**src/rtl/seq_shifter_pkg.sv**
```systemverilog
// Shared types for the multi-cycle shifter: shift mode encoding and FSM states.
// Mode 2'b10 is rotate-right only when SEQ_SHIFTER_ROTATE_EN is defined.
package seq_shifter_pkg;

  typedef enum logic [1:0] {
    SHIFT_SLL = 2'b00,
    SHIFT_SRL = 2'b01,
    SHIFT_ROR = 2'b10,
    SHIFT_SRA = 2'b11
  } shift_mode_t;

  typedef enum logic [1:0] {
    S_IDLE  = 2'd0,
    S_SHIFT = 2'd1,
    S_DONE  = 2'd2
  } state_t;

endpackage

```
**src/rtl/seq_shifter_shift_step.sv**
```systemverilog
// One-cycle partial shift of 0..STEP bits, built as a power-of-two mux ladder.
// Rotate stages exist only when SEQ_SHIFTER_ROTATE_EN is defined; otherwise 2'b10 acts as SRL.
module shift_step
  import seq_shifter_pkg::*;
#(
  parameter int N    = 32,
  parameter int STEP = 4
) (
  input  logic [N-1:0]              data,
  input  logic [$clog2(STEP):0]     k,
  input  shift_mode_t               mode,
  input  logic                      fill,
  output logic [N-1:0]              result
);

  localparam int LK = $clog2(STEP) + 1;

  for (genvar i = 0; i < LK; i++) begin : g_stage
    localparam int SH = 1 << i;
    logic [N-1:0] din_s;
    logic [N-1:0] shifted_s;
    logic [N-1:0] dout_s;

    if (i == 0) begin : g_first
      assign din_s = data;
    end else begin : g_next
      assign din_s = g_stage[i-1].dout_s;
    end

    // Fixed SH-bit shift of this rung, filled according to the mode
    always_comb begin
      shifted_s = din_s;
      case (mode)
        SHIFT_SLL: shifted_s = {din_s[N-1-SH:0], {SH{1'b0}}};
        SHIFT_SRA: shifted_s = {{SH{fill}}, din_s[N-1:SH]};
`ifdef SEQ_SHIFTER_ROTATE_EN
        SHIFT_ROR: shifted_s = {din_s[SH-1:0], din_s[N-1:SH]};
`endif
        default:   shifted_s = {{SH{1'b0}}, din_s[N-1:SH]};
      endcase
    end

    assign dout_s = k[i] ? shifted_s : din_s;
  end

  assign result = g_stage[LK-1].dout_s;

endmodule

```
**src/rtl/seq_shifter.sv**
```systemverilog
// Multi-cycle SLL/SRL/SRA shifter, at most STEP bits per clock, valid/ready on both sides.
// Optional SEQ_SHIFTER_ROTATE_EN turns mode 2'b10 into rotate-right (default: behaves as SRL).
module seq_shifter
  import seq_shifter_pkg::*;
#(
  parameter int N    = 32,
  parameter int STEP = 4
) (
  input  logic                  clk,
  input  logic                  rst_n,
  input  logic                  in_valid,
  output logic                  in_ready,
  input  logic [N-1:0]          in_data,
  input  logic [$clog2(N)-1:0]  in_shamt,
  input  logic [1:0]            in_mode,
  output logic                  out_valid,
  input  logic                  out_ready,
  output logic [N-1:0]          out_data,
  output logic                  busy
);

  localparam int SW = $clog2(N);
  localparam int KW = $clog2(STEP) + 1;

  state_t        state_r, next_state_s;
  logic [N-1:0]  data_r, data_nxt_s, step_out_s;
  logic [SW-1:0] rem_r, rem_nxt_s;
  shift_mode_t   mode_r, mode_nxt_s;
  logic          fill_r, fill_nxt_s;
  logic [KW-1:0] k_s;
  logic          accept_s;

  assign in_ready  = (state_r == S_IDLE) || ((state_r == S_DONE) && out_ready);
  assign accept_s  = in_valid && in_ready;
  assign out_valid = (state_r == S_DONE);
  assign out_data  = data_r;
  assign busy      = (state_r != S_IDLE);

  // Clamp this cycle's step to what remains so rem can never underflow
  assign k_s = (rem_r > SW'(STEP)) ? KW'(STEP) : rem_r[KW-1:0];

  shift_step #(.N(N), .STEP(STEP)) u_shift_step (
    .data   (data_r),
    .k      (k_s),
    .mode   (mode_r),
    .fill   (fill_r),
    .result (step_out_s)
  );

  // Next-state and datapath update; DONE accepts a new request in the same cycle it retires one
  always_comb begin
    next_state_s = state_r;
    data_nxt_s   = data_r;
    rem_nxt_s    = rem_r;
    mode_nxt_s   = mode_r;
    fill_nxt_s   = fill_r;
    case (state_r)
      S_IDLE, S_DONE: begin
        if (accept_s) begin
          data_nxt_s   = in_data;
          rem_nxt_s    = in_shamt;
          mode_nxt_s   = shift_mode_t'(in_mode);
          fill_nxt_s   = in_data[N-1];
          next_state_s = (in_shamt == '0) ? S_DONE : S_SHIFT;
        end else if ((state_r == S_DONE) && out_ready) begin
          next_state_s = S_IDLE;
        end else begin
          next_state_s = state_r;
        end
      end
      S_SHIFT: begin
        data_nxt_s = step_out_s;
        rem_nxt_s  = rem_r - SW'(k_s);
        if (rem_r <= SW'(STEP)) begin
          next_state_s = S_DONE;
        end else begin
          next_state_s = S_SHIFT;
        end
      end
      default: next_state_s = S_IDLE;
    endcase
  end

  // State and operand registers
  always_ff @(posedge clk or negedge rst_n) begin
    if (!rst_n) begin
      state_r <= S_IDLE;
      data_r  <= '0;
      rem_r   <= '0;
      mode_r  <= SHIFT_SLL;
      fill_r  <= 1'b0;
    end else begin
      state_r <= next_state_s;
      data_r  <= data_nxt_s;
      rem_r   <= rem_nxt_s;
      mode_r  <= mode_nxt_s;
      fill_r  <= fill_nxt_s;
    end
  end

endmodule

```
**config.mk**
```make
export PLATFORM = sky130hd
export DESIGN_NAME = seq_shifter
export DESIGN_NICKNAME = d
export VERILOG_FILES = /design/src/rtl/seq_shifter_pkg.sv /design/src/rtl/seq_shifter_shift_step.sv /design/src/rtl/seq_shifter.sv
export SDC_FILE = /design/constraint.sdc
export NUM_CORES = 1
export LEC_CHECK = 0
export CAP_MARGIN = 5
export CORE_MARGIN = 2
export CORE_UTILIZATION = 47
export CTS_BUF_LIST = sky130_fd_sc_hd__clkbuf_4
export DETAILED_ROUTE_END_ITERATION = 8
export PLACE_DENSITY = 0.76
export SETUP_SLACK_MARGIN = 0.1
export SYNTH_ARGS = -nofsm -noshare
export SYNTH_HDL_FRONTEND = slang
export SYNTH_SLANG_ARGS = --single-unit
```
**constraint.sdc**
```tcl
create_clock -name clk -period 2.3 [get_ports clk]
set_input_delay 0.345 -clock clk [delete_from_list [all_inputs] [get_ports clk]]
set_output_delay 0.345 -clock clk [all_outputs]
set_load 0.02 [all_outputs]
```
==> results of run 1 <==
-- cells by family (layout without fill, tap and decap cells) --
family                     Yosys count  after routing  synth area share
muxes                               13             13            0.0311
buffers and inverters               74            208            0.0790
adders and majority gates            3              3           0.00888
other                                1              1          0.000887
AOI/OAI and AO/OA                  244            244             0.425
DFF                                 42             42             0.249
and+or+nand+nor                    193            193             0.207
-- per-stage QoR --
step           setup TNS, ns  instance area [um2]  power [W]
6_report               -1.48                 6860     0.0132
5_1_grt                -2.55                 6860     0.0136
4_1_cts               -0.232                 6160     0.0112
3_5_place_dp           -1.87                 5610    0.00960
3_3_place_gp          -0.862                 5610    0.00952
2_1_floorplan              0                 4280    0.00632
-- layout make-up --
class | count | area, um2
multi-input cells | 454 | 3520
flip-flops and latches | 42 | 1050
repair buffers | 194 | 2030
clock buffers | 5 | 37.5
well taps | 108 | 135
clock inverters | 3 | 63.8
fillers | 571 | 1870
inverters | 6 | 22.5
-- worst max-delay path, cell delays in order, from the launching register on --
cell and delay, ns:
dfrtp_1 0.42, or4b_4 0.68, buf_12 0.20, buf_6 0.12
a221oi_4 0.23, nor2_4 0.09, a2111oi_2 0.32, o21ai_1 0.14
a21boi_2 0.17
-- state kept, by name (all words and copies together), names as in the netlist --
signal and cells:
mode_r 2, rem_r 5, out_data 32, fill_r 1, state_r 2
-- report_power, final --
group	switching, W	total (W)	internal [W]
Clock	0.000295	0.000630	0.000335
Combinational	0.00574	0.0104	0.00464
Sequential	0.00104	0.00216	0.00112
-- layer usage --
layer	vias to the layer above	track usage	share of wire
met5	-	0	0
met4	0	0.175	0.061
met3	153	0.0582	0.11
met2	520	0.598	0.45
met1	2772	0.490	0.38
li1	2479	-	-
-- cells in the mapped netlist (3+ instances only) --
cell and number:
a22oi_1 4, ha_1 3, o22ai_1 8, nor3_1 28, a32oi_1 9, buf_6 4, a21oi_1 30, a221oi_1 17
inv_1 6, buf_2 15, o211ai_1 8, nor2_1 59, mux2i_1 12, a311oi_1 3, o21ai_1 6, a221o_1 5
o32ai_1 6, buf_1 8, a211oi_1 33, and3_1 4, nand2b_1 3, o31ai_1 4, o31a_1 4, a21o_1 3
a221oi_2 8, nand2_1 71, o21ai_0 49, a22o_1 3, clkbuf_1 39, dfrtp_1 42, a31oi_1 10, a211o_1 3
nand3_1 7, nor2b_1 6, o221ai_1 6
-- how the worst max path moves through the flow --
stage               from            to  slack (ns)  depth (start not counted)
5_1_grt        mode_r[0]  out_data[29]       -0.23                          9
6_report        rem_r[4]  out_data[25]       -0.18                          8
2_1_floorplan   rem_r[4]   out_data[4]        0.06                          9
3_3_place_gp   mode_r[0]  out_data[19]       -0.20                          9
3_5_place_dp   mode_r[0]  out_data[19]       -0.25                          9
4_1_cts         rem_r[3]  out_data[25]       -0.08                          8
-- timing repair --
| item | 4_1_cts | 5_1_grt |
|---|---|---|
| pin swaps | 26 | 48 |
| hold buffers | 1 | 0 |
| buffers inserted | 15 | 14 |
| setup endpoints to repair | 29 | 34 |
| resized for setup | 68 | 103 |
| gates cloned | 2 | 6 |
| hold endpoints to repair | 18 | 0 |
==> out/summary.txt, run 1 <==
Clock latency at the later pin of the worst-skew pair: 0.38 ns
Port Buf Inserts: 77
Share of post-route cells with drive strength above 1: 0.348
Synth cell types: 68
Worst EP arrival: 2.76 ns
Vias per Instance: 7.30
Drt total wl: 20500 um
Post-synth net total: 616
Synth area leader: dfrtp_1
WL/cell: 25.3 um
Relative slew slack: 0.552
Fin util: 0.786
Largest net degree at the start of global routing: 45
DRC viols: 0
Post-route insts no fill: 812
Die Wd: 98.8 um
Clock transition at path regs: 0.16 ns
Reg-to-Reg Start: rem_r[4]
VDD IR max: 1500 uV
Post-synth EDFFs: 0
Tcrit/Tclk final: 1.08
Startpoint types: register
Final-report max-slew violation count: 0
Commonest non-fill, non-tap cell in the layout: buf_4
Worst-path fanout max: 7
Tmin final: 2.48 ns
Fmax: 404 MHz
H-Tree Depth: 2
Critical path class: register to register
Routed vias: 5924
Top Ports: 78
Gate Count Post-Synth: 570
Final ANT Viol Nets: 0
Starting density of the core: 0.485
Post-detail-place hpwl: 12000 um
Most frequent cells in the layout: buf_4, clkdlybuf4s50_1, nand2_1
Register area share after synthesis: 0.249
First-pass GRT wire length: 29200 um
Total Die Area: 9770 um2
Global placer's final weighted congestion: 0.976
Min Hold Slack: 0.454 ns
Total CTS buffers: 5
Largest cells by area after synthesis: dfrtp_1, nand2_1, a211oi_1
DRT Pass-1 Iters: 5
Cell Pwr Density: 1920 nW/um2
# nets final: 749
Clk buf depth: 2
Register bit count reported by yosys: 42
Vias in the first global route: 5504
Hold Path Class: input port to asynchronous set/reset pin
Clock Tree Root: clkbuf_4
Worst-Margin Slew: 0.668 ns
Worst EP required: 2.58 ns
Failing checks: setup timing
Synth Area per Inst: 7.42 um2
Core footprint: 8720 um2
Cell area after synthesis: 4230 um2
Pleak: 2.59 nW
Site row count: 34
Total congestion overflow: 0
TritonCTS clock tree: yes
Internal reg-to-reg setup slack: -0.18 ns
Fin. Hold Viols: 0
Clock Skews: 0.0169 ns
RSZ-0062 raised after global routing: yes
Fraction of registers with async set or reset after synthesis: 1.00
1st-iter DRT viols: 665
Synth-to-layout area growth: 62.2%
Placed Cells incl. Taps: 767
Setup violators final: 20
Worst Setup Slack post-DPL: -0.246 ns
Share of the synthesized area in the top cell type: 0.249
R2r endpoint: out_data[25]
Synth Warn #: 0
R2R depth: 8
Critical Path End Type: register
GRT Util Overall: 0.372
Die Ht: 98.8 um
Ys flop type: dfrtp_1
# diodes: 0
Clock sinks: 42
Status: complete, but fails checks
Initial antenna violation count: 0
Final worst slack: -0.177 ns
Maxcap violations: 0
No activity file was read; power rests on OpenSTA's default activity.
==> run 2: changes to the inputs <==
--- a/config.mk
+++ b/config.mk
@@ -10,7 +10,7 @@
 export CORE_UTILIZATION = 47
 export CTS_BUF_LIST = sky130_fd_sc_hd__clkbuf_4
 export DETAILED_ROUTE_END_ITERATION = 8
-export PLACE_DENSITY = 0.76
+export PLACE_DENSITY = 0.73
 export SETUP_SLACK_MARGIN = 0.1
 export SYNTH_ARGS = -nofsm -noshare
 export SYNTH_HDL_FRONTEND = slang
==> constraint.sdc (replaced) <==
create_clock -name clk -period 2.5 [get_ports clk]
set_input_delay 0.375 -clock clk [delete_from_list [all_inputs] [get_ports clk]]
set_output_delay 0.375 -clock clk [all_outputs]
set_load 0.02 [all_outputs]
==> out/summary.txt, run 2 (synthesis results as in run 1) <==
Total congestion overflow: 0
H-Tree Depth: 2
Maxcap violations: 0
CP max stage cell: dfrtp_1
TritonCTS clock tree: yes
Post-route insts no fill: 771
CP max stage delay: 0.41 ns
Final worst slack: 0.0781 ns
Hold buffers post-CTS: 0
Clock Tree Root: clkbuf_4
Clock Skews: 0.0194 ns
Tmin final: 2.42 ns
Final ANT Viol Nets: 0
DRT Pass-1 Iters: 5
Max FFs per register: 32
Hold Path Class: input port to asynchronous set/reset pin
Clock transition at path regs: 0.15 ns
Internal reg-to-reg setup slack: 0.08 ns
Die Ht: 98.8 um
Critical path class: register to register
Worst Setup Slack post-DPL: -0.0961 ns
Worst EP required: 2.75 ns
1st-iter DRT viols: 542
Core footprint: 8720 um2
Global placer's final weighted congestion: 0.942
Startpoint types: register
Setup violators final: 0
Commonest non-fill, non-tap cell in the layout: clkdlybuf4s50_1
Most frequent cells in the layout: clkdlybuf4s50_1, nand2_1, buf_4
Final-report max-slew violation count: 0
RSZ-0062 raised after global routing: yes
Vias in the first global route: 5077
Die Wd: 98.8 um
Tcrit/Tclk final: 0.969
Clock sinks: 42
WL/cell: 23.7 um
Cell Pwr Density: 1730 nW/um2
Placed Cells incl. Taps: 747
Top Ports: 78
Share of post-route cells with drive strength above 1: 0.210
Post-detail-place hpwl: 11800 um
Vias per Instance: 7.10
Cell Chain, Critical Path: inv_2, ha_4, or2_4, buf_4, clkbuf_16, a221o_1, a21oi_1, buf_4, o22a_1, a31oi_1
Starting density of the core: 0.485
Fin. Hold Viols: 0
# nets final: 708
Clock latency at the later pin of the worst-skew pair: 0.38 ns
Site row count: 34
# diodes: 0
Worst-Margin Slew: 0.640 ns
Drt total wl: 18200 um
Critical Path End Type: register
DRC viols: 0
Worst EP arrival: 2.67 ns
Clk buf depth: 2
VDD IR max: 1570 uV
Port Buf Inserts: 77
Most used cell, CP: buf_4
Largest net degree at the start of global routing: 49
First-pass GRT wire length: 27500 um
Routed vias: 5471
GRT Util Overall: 0.349
Pleak: 2.22 nW
Total CTS buffers: 5
Total Die Area: 9770 um2
Fmax: 413 MHz
Synth-to-layout area growth: 40.1%
Worst-path fanout max: 11
Status: finished clean
Relative slew slack: 0.572
Initial antenna violation count: 0
## run 2: changes by cell type in the layout (fill, tap and decap cells not counted), moves of 7 or more
cell / previous run / this run
buf_6: 17 / 5
nor2_1: 46 / 57
buf_12: 14 / 7
a211oi_1: 18 / 25
o21ai_0: 26 / 46
buf_4: 77 / 58
o21ai_1: 20 / 8
o21ai_2: 9 / 1
a21oi_1: 23 / 30
nor2_2: 12 / 2
a221oi_1: 3 / 13
## run 2: layout make-up
class	count	area, um2
inverter	6	22.5
tap	108	135
clock inverter	1	30.0
sequential	42	1050
multi-input combinational	455	3130
timing repair buffer	152	1500
clock buffer	7	52.6
fill	744	2800
## run 2: power breakdown
part	internal (W)	total, W	leakage (nW)	switching, W
Clock	0.000234	0.000490	0.0463	0.000256
Sequential	0.00103	0.00186	0.504	0.000826
Combinational	0.00341	0.00790	1.67	0.00449
Total	0.00467	0.0102	2.22	0.00558
## run 2: worst paths after layout
path / start / end / depth (start not counted)
max in group asynchronous: rst_n / out_data[7] / 2
setup / recovery: mode_r[1] / out_data[11] / 10
min in group clk: fill_r / fill_r / 2
hold / removal: rst_n / out_data[25] / 2
setup reg to reg: mode_r[1] / out_data[11] / 10
hold reg to reg: fill_r / fill_r / 2
## run 2: repair_timing
action | in CTS | in global routing
pin swaps | 1 | 21
endpoints found under the setup margin | 20 | 26
endpoints found under the hold margin | 0 | 0
gates cloned | 0 | 4
resized for setup | 13 | 48
setup buffers | 1 | 11
## run 2: critical path: cells and delay by family, from the launching register on
| family | cells | cell delay (ns) |
|---|---|---|
| adder cells (fa/ha/maj) | 1 | 0.23 |
| flip-flops | 1 | 0.41 |
| AND/OR/NAND/NOR | 1 | 0.33 |
| AO/OA/AOI/OAI | 4 | 0.78 |
| buffers and inverters | 4 | 0.56 |
## run 2: through the flow
| step | TNS (ns) | hold slack [ns] | area [um2] | util | total power [W] |
|---|---|---|---|---|---|
| floorplan | 0 | 0.0794 | 4230 | - | 0.00569 |
| global placement | -0.318 | 0.493 | 5380 | 0.616 | 0.00846 |
| detailed placement | -0.348 | 0.499 | 5380 | 0.616 | 0.00848 |
| CTS | 0 | 0.0961 | 5520 | 0.633 | 0.00910 |
| global route | -0.0365 | 0.125 | 5920 | 0.679 | 0.0107 |
| finish | 0 | 0.0759 | 5920 | 0.679 | 0.0102 |
## run 2: layer usage
layer	vias to the layer above	wire length, um	global-route usage
met5	-	0	0
met4	0	548	0.134
met3	55	1830	0.0447
met2	390	8430	0.556
met1	2640	7430	0.485
li1	2386	-	-
==> run 3: changes to the inputs <==
--- a/config.mk
+++ b/config.mk
@@ -5,7 +5,7 @@
 export SDC_FILE = /design/constraint.sdc
 export NUM_CORES = 1
 export LEC_CHECK = 0
-export CAP_MARGIN = 5
+export CAP_MARGIN = 25
 export CORE_MARGIN = 2
 export CORE_UTILIZATION = 47
 export CTS_BUF_LIST = sky130_fd_sc_hd__clkbuf_4
==> results of run 3 <==
No change in the layout: final DEF, timing and power equal those of run 2.
